### config.mk
export PLATFORM = sky130hd
export DESIGN_NAME = seq_loader
export DESIGN_NICKNAME = d
export VERILOG_FILES = /design/src/rtl/seq_loader.sv
export SDC_FILE = /design/constraint.sdc
export NUM_CORES = 1
export LEC_CHECK = 0
export BUFFER_PORTS_ARGS = -buffer_cell sky130_fd_sc_hd__buf_2
export CAP_MARGIN = 20
export CORE_MARGIN = 3
export CORE_UTILIZATION = 52
export DETAILED_ROUTE_END_ITERATION = 8
export PLACE_DENSITY_LB_ADDON = 0.05
export REMOVE_ABC_BUFFERS = 1
export SETUP_SLACK_MARGIN = 0.5
export SYNTH_ARGS = -nofsm -noshare
export SYNTH_HDL_FRONTEND = slang
export SYNTH_SLANG_ARGS = --single-unit
### constraint.sdc
create_clock -name clk -period 2.4 [get_ports clk]
set_input_delay 0.12 -clock clk [delete_from_list [all_inputs] [get_ports clk]]
set_output_delay 0.12 -clock clk [all_outputs]
set_load 0.01 [all_outputs]
### src/rtl/seq_loader.sv
// seq_loader: assembles two coded nucleotide sequences into the NW core memories (optional drop counter: SEQ_LOADER_DROPCNT_EN)
module seq_loader #(
   parameter int MAX_LEN = 16,
   parameter int ADDR_W  = 4
) (
   input  logic              clk,
   input  logic              rst,
   input  logic [2:0]        char,
   input  logic              char_valid,
   input  logic              core_ack,
   output logic              mem_we_a,
   output logic              mem_we_b,
   output logic [ADDR_W-1:0] mem_addr,
   output logic [2:0]        mem_data,
   output logic [ADDR_W:0]   len_a,
   output logic [ADDR_W:0]   len_b,
   output logic              seq_ready,
   output logic              overflow,
`ifdef SEQ_LOADER_DROPCNT_EN
   output logic [7:0]        drop_cnt,
`endif
   output logic              busy
);
   typedef enum logic [1:0] {LOAD_A, LOAD_B, READY, ERR} state_t;
   localparam logic [ADDR_W:0] FULL = (ADDR_W+1)'(MAX_LEN);
   state_t            state, state_n;
   logic [ADDR_W:0]   count, count_n, len_a_n, len_b_n;
   logic              we_a_n, we_b_n, ovf_n, load, full, nuc;
   logic [ADDR_W-1:0] addr_n;
   logic [2:0]        data_n;
   assign load = (state == LOAD_A) || (state == LOAD_B);
   assign full = count == FULL;
   assign nuc  = char != 3'b000;
   // next state and next registered outputs
   always_comb begin
      state_n = state;
      count_n = count;
      we_a_n  = 1'b0;
      we_b_n  = 1'b0;
      addr_n  = mem_addr;
      data_n  = mem_data;
      len_a_n = len_a;
      len_b_n = len_b;
      ovf_n   = overflow;
      if (load && char_valid && nuc) begin
         state_n = full ? ERR : state;
         ovf_n   = overflow | full;
         we_a_n  = !full && (state == LOAD_A);
         we_b_n  = !full && (state == LOAD_B);
         addr_n  = full ? mem_addr : count[ADDR_W-1:0];
         data_n  = full ? mem_data : char;
         count_n = full ? count : count + 1'b1;
      end else if (load && char_valid && count != '0) begin
         count_n = '0;
         len_a_n = (state == LOAD_A) ? count : len_a;
         len_b_n = (state == LOAD_B) ? count : len_b;
         state_n = (state == LOAD_A) ? LOAD_B : READY;
      end else if (state == READY && core_ack) begin
         state_n = LOAD_A;
         count_n = '0;
      end
   end
   // state and output registers
   always_ff @(posedge clk or negedge rst) begin
      if (!rst) begin
         state     <= LOAD_A;
         count     <= '0;
         mem_we_a  <= 1'b0;
         mem_we_b  <= 1'b0;
         mem_addr  <= '0;
         mem_data  <= '0;
         len_a     <= '0;
         len_b     <= '0;
         seq_ready <= 1'b0;
         overflow  <= 1'b0;
         busy      <= 1'b0;
      end else begin
         state     <= state_n;
         count     <= count_n;
         mem_we_a  <= we_a_n;
         mem_we_b  <= we_b_n;
         mem_addr  <= addr_n;
         mem_data  <= data_n;
         len_a     <= len_a_n;
         len_b     <= len_b_n;
         seq_ready <= state_n == READY;
         overflow  <= ovf_n;
         busy      <= (state_n == LOAD_B) || (state_n == LOAD_A && count_n != '0);
      end
   end
`ifdef SEQ_LOADER_DROPCNT_EN
   logic drop;
   assign drop = char_valid && (!load || (nuc ? full : count == '0));
   // saturating count of characters that were ignored
   always_ff @(posedge clk or negedge rst) begin
      if (!rst) drop_cnt <= '0;
      else if (drop && drop_cnt != 8'hff) drop_cnt <= drop_cnt + 8'd1;
   end
`endif
endmodule

==> results.md <==
* Number of antenna repair diodes at 0
* Final Hold Fails at 0
* EDFF count, synth at 0
* Core area at 2280 um2
* Layout cell share with drive strength beyond 1 at 0.456
* Yosys top cell area share at 0.570
* I/O pin count at 29
* Area Growth Syn to Fin at 22.8%
* Setup CP Type: flip-flop to flip-flop
* DRT iter0 DRCs at 33
* Initial antenna violation count at 0
* Final non-filler cell area at 1560 um2
* CTS H-tree lvls at 2
* Mean Syn Cell Area at 11.4 um2
* Pleak at 0.000811 uW
* Top-count cell post-synth: dfrtp_1
* Cell row count at 17
* Clk_lat worst skew at 0.32 ns
* Main synth FF type: dfrtp_1
* Achievable Freq at 0.537 GHz
* R2R Setup Slk at 0.54 ns
* Largest net degree at the start of global routing at 30
* Status: complete, no violations
* Tmin final at 1.86 ns
* Biggest area consumer among synthesized cells: dfrtp_1
* Nets at 157
* WP data arrival at 2.07 ns
* Routed WL at 2560 um
* Cells after Synth at 112
* Largest cells by area after synthesis: dfrtp_1 (57%), mux2_2 (9.7%), o21ai_0 (3.5%)
* Slew headroom at 0.576
* Setup violators final at 0
* Drt pass-1 iters at 4
* Die ar. at 3080 um2
* Die H at 55.5 um
* Cell variety after synth at 31
* Commonest cells in the netlist: dfrtp_1 (29), nand2_1 (12), mux2_2 (11), o21ai_0 (9), nor2_1 (8)
* RSZ-0062 raised after global routing: true
* Crit path max fanout at 4
* VDD IR max at 0.000864 V
* Register area share after synthesis at 0.570
* Slowest stage cell, crit path: dfrtp_2
* Dpl hpwl at 1740 um
* Hold_ws at 0.0618 ns
* Final period util at 0.776
* CTS root buffer: clkbuf_4
* Via-to-Cell Ratio at 5.37
* Pwr per Cell Area at 1130 nW/um2
* Clock sinks at 29
* Fin. max-slew vios at 0
* Routed Antenna Nets at 0
* Slew @ Worst Pin at 0.637 ns
* Synth warn at 0
* CTS clk-pin slew, worst paths at 0.08 ns
* Critical Path End Type: flip-flop
* CTS tree: yes
* DP Area at 1420 um2
* Vias at 951
* DRC violations left at 0
* Overall Global Routing Usage at 0.180
* Min-Delay Path Class: input pin to flip-flop
* Overflow after GRT at 0
* Share of flip-flops with an asynchronous set or reset at 1.00
* Fin util at 0.687
* Final setup skew at 0.00547 ns
* Die X-Extent at 55.5 um
* TritonCTS Buffers at 5
* Clock Path Buffers at 2
* Mapped Area at 1270 um2
* Max-Cap Viols at 0
* Vias in the first global route at 930
* CP Cell Sequence: inv_1, ha_2, nor4b_4, o21ai_2, nor2_2, a211o_1, nand3b_1, o31a_1
* Worst setup SP type: flip-flop
* Final GP Congestion at 0.818
* First-pass GRT wire length at 4220 um
* Initial Util at 0.559
* Port Buffers at 28
* Yosys reg bits at 29
* Slowest cell delay on critical path at 0.36 ns
* Routed len/inst at 14.5 um
* Setup_tns at 0 ns
* Critical Path RT at 2.61 ns
worst max-delay path, delay by kind of cell, from the launching register on:
kind / cells / cell delay, ns
DFF: 1 / 0.36
AOI/OAI and AO/OA: 3 / 0.77
and+or+nand+nor: 3 / 0.36
buffers and inverters: 1 / 0.06
adders and majority gates: 1 / 0.19
path summary, 6_finish.rpt:
kind / from / depth (start not counted) / end
max: count[0] / 8 / busy
min: char[0] / 2 / mem_data[0]
max reg2reg: count[0] / 8 / busy
min reg2reg: overflow / 1 / overflow
max in group asynchronous: rst / 2 / count[0]
min in group asynchronous: rst / 2 / overflow
area by class of cell:
type	count	area, um2
timing repair buffer	34	188
tap	28	35.0
clock buffer	8	48.8
multi-input combinational	74	549
inverter	4	15.0
fill	175	713
sequential	29	727
routing by layer:
metal,vias up,global-route usage,wire [um]
met5,-,0,0
met4,0,0.0729,45
met3,7,0.0911,189
met2,32,0.272,1170
met1,449,0.218,1160
li1,463,-,-
metrics by stage:
step                std cells  setup slack [ns]  total power, uW
CTS                       175             0.507             1730
finish                    177             0.538             1770
global placement          163             0.298             1380
detailed placement        163             0.216             1400
global route              177             0.434             1900
floorplan                 107             0.465             1160
placed cells by master, fill, tap and decap left out, drive strengths merged:
| cell type | n |
|---|---|
| nand2 | 12 |
| nor2 | 10 |
| a22o | 2 |
| o31a | 1 |
| o22ai | 1 |
| ha | 2 |
| buf | 33 |
| nand3 | 4 |
| and3 | 2 |
| nand3b | 2 |
| o21ai | 10 |
| mux2 | 11 |
| a211o | 1 |
| nand2b | 1 |
| inv | 4 |
| nor2b | 1 |
| nand4b | 1 |
| o31ai | 2 |
| nor4b | 1 |
| nor3 | 3 |
| or2 | 2 |
| dfrtp | 29 |
| xnor2 | 1 |
| a21oi | 2 |
| and2 | 1 |
| a21o | 1 |
| dlygate4sd3 | 1 |
| clkbuf | 8 |
sequential cells by signal (all words and copies together), names as in the netlist:
register	cells
state	2
mem_we_b	1
count	5
mem_we_a	1
mem_data	3
busy	1
overflow	1
len_a	5
mem_addr	4
len_b	5
seq_ready	1
kinds of logic (layout without fill, tap and decap cells):
group | Yosys count | after routing | share of synthesized area
AOI/OAI and AO/OA | 20 | 20 | 0.0993
xor gates and xnor gates | 1 | 1 | 0.00688
adders and majority gates | 2 | 2 | 0.0197
buffers and inverters | 9 | 46 | 0.0334
DFF | 29 | 29 | 0.570
muxes | 11 | 11 | 0.0973
and+or+nand+nor | 40 | 40 | 0.173
power by group:
| part | total [uW] | switching, uW | internal, uW |
|---|---|---|---|
| logic | 731 | 374 | 357 |
| clock network | 267 | 151 | 116 |
| registers | 774 | 126 | 648 |
timing repair:
action | 4_1_cts | 5_1_grt
hold buffers | 1 | 0
pin swaps | 2 | 3
endpoints found under the setup margin | 12 | 9
setup buffers | 3 | 2
resized for setup | 5 | 8
endpoints found under the hold margin | 29 | 0
Note: power is estimated with default switching activity, not from simulation.
